$ cat src/rtl/id_ex_stage_reg.sv
// ID/EX pipeline register for the pipelined LEGv8 core, with load-use hazard
// detection, flush squashing and a saturating hazard-bubble counter.
module id_ex_stage_reg #(
    parameter int unsigned DATA_W = 64,
    parameter int unsigned REG_AW = 5,
    parameter int unsigned CNT_W  = 16
) (
    input  logic              clk,
    input  logic              rst,
    input  logic              flush_i,
    input  logic              id_valid,
    input  logic [DATA_W-1:0] id_pc,
    input  logic [DATA_W-1:0] id_rd1,
    input  logic [DATA_W-1:0] id_rd2,
    input  logic [DATA_W-1:0] id_imm,
    input  logic [REG_AW-1:0] id_rn,
    input  logic [REG_AW-1:0] id_rm,
    input  logic [REG_AW-1:0] id_rd,
    input  logic [10:0]       id_opcode,
    input  logic              id_alusrc,
    input  logic              id_memtoreg,
    input  logic              id_regwrite,
    input  logic              id_memread,
    input  logic              id_memwrite,
    input  logic              id_branch,
    input  logic [1:0]        id_aluop,
    output logic              ex_valid,
    output logic [DATA_W-1:0] ex_pc,
    output logic [DATA_W-1:0] ex_rd1,
    output logic [DATA_W-1:0] ex_rd2,
    output logic [DATA_W-1:0] ex_imm,
    output logic [REG_AW-1:0] ex_rn,
    output logic [REG_AW-1:0] ex_rm,
    output logic [REG_AW-1:0] ex_rd,
    output logic [10:0]       ex_opcode,
    output logic              ex_alusrc,
    output logic              ex_memtoreg,
    output logic              ex_regwrite,
    output logic              ex_memread,
    output logic              ex_memwrite,
    output logic              ex_branch,
    output logic [1:0]        ex_aluop,
    output logic              hazard_stall,
    output logic [CNT_W-1:0]  stall_cnt
);

    localparam logic [REG_AW-1:0] XZR = REG_AW'(31);

    logic rd_match;
    logic bubble;

    // Load-use hazard: a load in EX whose destination feeds the instruction in ID.
    assign rd_match     = (ex_rd == id_rn) || (ex_rd == id_rm);
    assign hazard_stall = !flush_i && ex_valid && ex_memread && id_valid
                          && (ex_rd != XZR) && rd_match;
    assign bubble       = flush_i || hazard_stall;

    // Data and register-index fields always follow ID; only control is squashed.
    always_ff @(posedge clk or posedge rst) begin
        if (rst) begin
            ex_pc     <= '0;
            ex_rd1    <= '0;
            ex_rd2    <= '0;
            ex_imm    <= '0;
            ex_rn     <= '0;
            ex_rm     <= '0;
            ex_rd     <= '0;
            ex_opcode <= '0;
        end else begin
            ex_pc     <= id_pc;
            ex_rd1    <= id_rd1;
            ex_rd2    <= id_rd2;
            ex_imm    <= id_imm;
            ex_rn     <= id_rn;
            ex_rm     <= id_rm;
            ex_rd     <= id_rd;
            ex_opcode <= id_opcode;
        end
    end

    // Control bits and valid: zeroed on flush or hazard bubble.
    always_ff @(posedge clk or posedge rst) begin
        if (rst) begin
            ex_valid    <= 1'b0;
            ex_alusrc   <= 1'b0;
            ex_memtoreg <= 1'b0;
            ex_regwrite <= 1'b0;
            ex_memread  <= 1'b0;
            ex_memwrite <= 1'b0;
            ex_branch   <= 1'b0;
            ex_aluop    <= 2'b00;
        end else if (bubble) begin
            ex_valid    <= 1'b0;
            ex_alusrc   <= 1'b0;
            ex_memtoreg <= 1'b0;
            ex_regwrite <= 1'b0;
            ex_memread  <= 1'b0;
            ex_memwrite <= 1'b0;
            ex_branch   <= 1'b0;
            ex_aluop    <= 2'b00;
        end else begin
            ex_valid    <= id_valid;
            ex_alusrc   <= id_alusrc;
            ex_memtoreg <= id_memtoreg;
            ex_regwrite <= id_regwrite;
            ex_memread  <= id_memread;
            ex_memwrite <= id_memwrite;
            ex_branch   <= id_branch;
            ex_aluop    <= id_aluop;
        end
    end

    // Hazard-bubble counter, saturating; flush bubbles are excluded.
    always_ff @(posedge clk or posedge rst) begin
        if (rst) begin
            stall_cnt <= '0;
        end else if (hazard_stall && (stall_cnt != {CNT_W{1'b1}})) begin
            stall_cnt <= stall_cnt + CNT_W'(1);
        end
    end

endmodule

$ cat config.mk
export PLATFORM = sky130hd
export DESIGN_NAME = id_ex_stage_reg
export DESIGN_NICKNAME = d
export VERILOG_FILES = /design/src/rtl/id_ex_stage_reg.sv
export SDC_FILE = /design/constraint.sdc
export NUM_CORES = 1
export LEC_CHECK = 0
export BUFFER_PORTS_ARGS = -buffer_cell sky130_fd_sc_hd__buf_2
export CORE_AREA = 2 2 235 237
export CTS_BUF_LIST = sky130_fd_sc_hd__clkbuf_4 sky130_fd_sc_hd__clkbuf_8
export CTS_CLUSTER_SIZE = 14
export DETAILED_ROUTE_END_ITERATION = 8
export DIE_AREA = 0 0 237 239
export GPL_TIMING_DRIVEN = 0
export PLACE_DENSITY_LB_ADDON = 0.1
export SLEW_MARGIN = 20
export SYNTH_ARGS = -nofsm -noshare
export SYNTH_HDL_FRONTEND = slang
export SYNTH_SLANG_ARGS = --single-unit
$ cat constraint.sdc
create_clock -name clk -period 21 [get_ports clk]
set_clock_uncertainty 0.2 [all_clocks]
set_input_delay 1.05 -clock clk [delete_from_list [all_inputs] [get_ports clk]]
set_output_delay 1.05 -clock clk [all_outputs]
set_load 0.05 [all_outputs]
==> insert_results.sql <==
INSERT INTO impl_metrics (metric_group, metric, value, unit) VALUES
('grt', 'via_count_of_the_first_global_routing_pass', '6408', ''),
('finish', 'n_fill_cell', '5750', ''),
('grt', 'grt_busiest_layer', 'met2', ''),
('synthesis', 'synth_area_in_compound_gates', '0.421', '%'),
('pwr', 'p_int', '1.03', 'mW'),
('pwr', 'combPwrFrac', '12.9', '%'),
('finish', 'leading_cell_type_in_the_layout_fill_and_taps_excluded', 'buf_2', ''),
('synthesis', 'syn_area', '0.00832', 'mm2'),
('placement', 'placed_instance_area', '0.0123', 'mm2'),
('pwr', 'seqPwrFrac', '43.7', '%'),
('placement', 'gpl.final_weighted_congestion', '0.756', ''),
('synthesis', 'synthAdderAreaFrac', '0.150', '%'),
('outcome', 'status', 'completed', ''),
('die', 'core.rowCount', '86', ''),
('clocking', 'cts_sinks', '307', ''),
('timing', 'final_setup_fails', '0', ''),
('die', 'die_area', '0.0566', 'mm2'),
('clocking', 'cts_tree', 'built', ''),
('setup_path', 'cp.required', '19750', 'ps'),
('finish', 'post_layout_nonfiller_instances', '1804', ''),
('die', 'die_width', '237', 'um'),
('synthesis', 'async_flop_share', '100', '%'),
('setup_path', 'crit_type', 'input pin to primary output', ''),
('clocking', 'cts_hold_buffers', '0', ''),
('finish', 'final_cell_mix', 'buf_2, dfrtp_1, clkbuf_8', ''),
('finish', 'post_route_cell_area', '0.0135', 'mm2'),
('grt', 'grtUsageMet1', '10.0', '%'),
('timing', 'unrepaired_setup_endpoints_after_global_routing', 'false', ''),
('pwr', 'power_frac_clock', '43.3', '%'),
('pwr', 'leakage', '6.99', 'nW'),
('setup_path', 'crit_arrival', '2460', 'ps'),
('synthesis', 'synthFlopType', 'dfrtp_1', ''),
('clocking', 'cts_root_buffer', 'clkbuf_8', ''),
('pwr', 'net-switching-power', '0.403', 'mW'),
('timing', 'maxSlewHeadroom', '66.0', '%'),
('grt', 'antenna_violations_before_repair', '10', ''),
('grt', 'global_route.usage.total', '10.5', '%'),
('setup_path', 'critical_path.endpoint_type', 'primary output', ''),
('detailed_routing', 'drt-vias-per-instance', '3.27', ''),
('pwr', 'irDropWorstVdd', '0.0419', 'mV'),
('worst_hold_path', 'min-delay-path-class', 'input pin to asynchronous set/reset pin', ''),
('grt', 'groute.layer.met2.usage', '19.3', '%'),
('clocking', 'clock_transition_time_at_the_flip_flop_clock_pins_of_the_worst_setup_and_hold_paths', '60', 'ps'),
('detailed_routing', 'detail_route.wl_per_cell', '17.1', 'um'),
('clocking', 'cts_setup_buffers', '0', ''),
('finish', 'num-nets-final', '1359', ''),
('placement', 'hpwlAfterDp', '24.0', 'mm'),
('synthesis', 'synth_enable_flop_cells', '0', ''),
('setup_path', 'worst_setup_path_start_kind', 'input pin', ''),
('clocking', 'clk_path_buf_depth', '3', ''),
('finish', 'final_layout_size_suffix_gt1_share', '64.5', '%'),
('timing', 'min_tclk_post_route', '3710', 'ps'),
('timing', 'fmaxAchievable', '269', 'MHz'),
('die', 'core_region_area', '0.0543', 'mm2'),
('synthesis', 'synthesis.nets', '695', ''),
('clocking', 'ctsResizeCount', '0', ''),
('clocking', 'cts_inserted_buffers', '58', ''),
('synthesis', 'count_of_unique_library_cells_instantiated_by_yosys', '28', ''),
('synthesis', 'synth_top_family_by_area', 'simple AND/OR/NAND/NOR gates', ''),
('grt', 'largest_net_degree_at_the_start_of_global_routing', '95', ''),
('detailed_routing', 'drc', '0', ''),
('grt', 'global_route_wire_length_before_repair', '43.3', 'mm'),
('timing', 'final-hold-violation-count', '0', ''),
('synthesis', 'synthMuxAreaShare', '0.180', '%'),
('finish', 'area_growth', '62.7', '%'),
('synthesis', 'synth_simple_gate_area_share', '3.89', '%'),
('timing', 'worst-slew-pin-transition', '510', 'ps'),
('detailed_routing', 'drtPass1Iterations', '4', ''),
('detailed_routing', 'detailedRoute.firstIterationViolations', '136', ''),
('placement', 'port_buffers', '601', ''),
('setup_path', 'path_max_fanout', '10', '');
## per-stage QoR
step / util (%) / worst slack, ps / hold WS, ps / total power, mW
global route: 24.9 / 17200 / 249 / 1.51
floorplan: - / 11260 / 595 / 0.756
CTS: 24.9 / 17240 / 210 / 1.48
global placement: 22.5 / 6910 / 289 / 0.828
detailed placement: 22.6 / 17260 / 282 / 0.828
finish: 24.9 / 17290 / 277 / 1.44
## area by class of cell
class	count	area (um2)	share of cell area, %
Antenna cell	1	2.50	0.0185
Buffer	3	23.8	0.176
Clock buffer	86	1110	8.18
Clock inverter	9	131	0.970
Inverter	3	18.8	0.139
Multi-Input combinational cell	87	606	4.47
Sequential cell	307	7680	56.7
Tap cell	704	881	6.50
Timing Repair Buffer	604	3090	22.8
## kinds of logic (layout without fill, tap and decap cells)
kind of cell	count (synthesis)	after routing
flip-flops	307	307
AND/OR/NAND/NOR	56	56
XOR/XNOR	25	25
buffers and inverters	6	705
AO/OA/AOI/OAI	4	4
adder cells (fa/ha/maj)	1	1
multiplexers	1	1
other	0	1
## path summary, 6_finish.rpt
| kind | from | slack [ps] | cells after the start | end |
|---|---|---|---|---|
| min in group clk | stall_cnt[15]$_DFFE_PP0P_ | 290 | 1 | stall_cnt[15]$_DFFE_PP0P_ |
| max in group asynchronous | rst | 19130 | 4 | ex_imm[10]$_DFF_PP0_ |
| max | id_rn[2] | 17290 | 7 | hazard_stall |
| max reg2reg | stall_cnt[0]$_DFFE_PP0P_ | 18750 | 7 | stall_cnt[13]$_DFFE_PP0P_ |
| min | rst | 280 | 2 | ex_imm[49]$_DFF_PP0_ |
| min reg2reg | stall_cnt[15]$_DFFE_PP0P_ | 290 | 1 | stall_cnt[15]$_DFFE_PP0P_ |
## power by group through the flow
stage               Sequential, mW  Combinational [mW]  Clock [mW]
finish                       0.628               0.186       0.622
global route                 0.630               0.195       0.684
CTS                          0.628               0.190       0.657
detailed placement           0.638               0.189           0
global placement             0.640               0.188           0
floorplan                    0.744              0.0119           0
## worst max-delay path: stages
cell	delay [ps]
buf_2	110
xor2_1	130
nor3_1	250
a22oi_2	230
buf_2	240
nor2_1	150
buf_2	280
## sequential cells by signal (all words and copies together), names as in the netlist
register and cells:
ex_rn 5, ex_branch 1, ex_alusrc 1, ex_regwrite 1
ex_rd 5, ex_memwrite 1, ex_opcode 11, ex_memread 1
ex_imm 64, stall_cnt 16, ex_pc 64, ex_memtoreg 1
ex_rd1 64, ex_rd2 64, ex_rm 5, ex_aluop 2
ex_valid 1
## per-layer routing
metal | wire length, um | vias to the layer above
met5 | 51 | -
met4 | 837 | 8
met3 | 3540 | 70
met2 | 16400 | 355
met1 | 10000 | 2844
li1 | - | 2628
## Yosys cell counts (all sizes together) (3+ instances only)
library cell,n,area share [%]
dfrtp,307,92
xor2,24,2.5
nor3,10,0.66
and2,9,0.68
nand3,7,0.42
nor4,7,0.53
nand2,6,0.27
nor2,6,0.36
nand4,5,0.38
buf,3,0.29
inv,3,0.14
(Power assumes the default switching activity.)
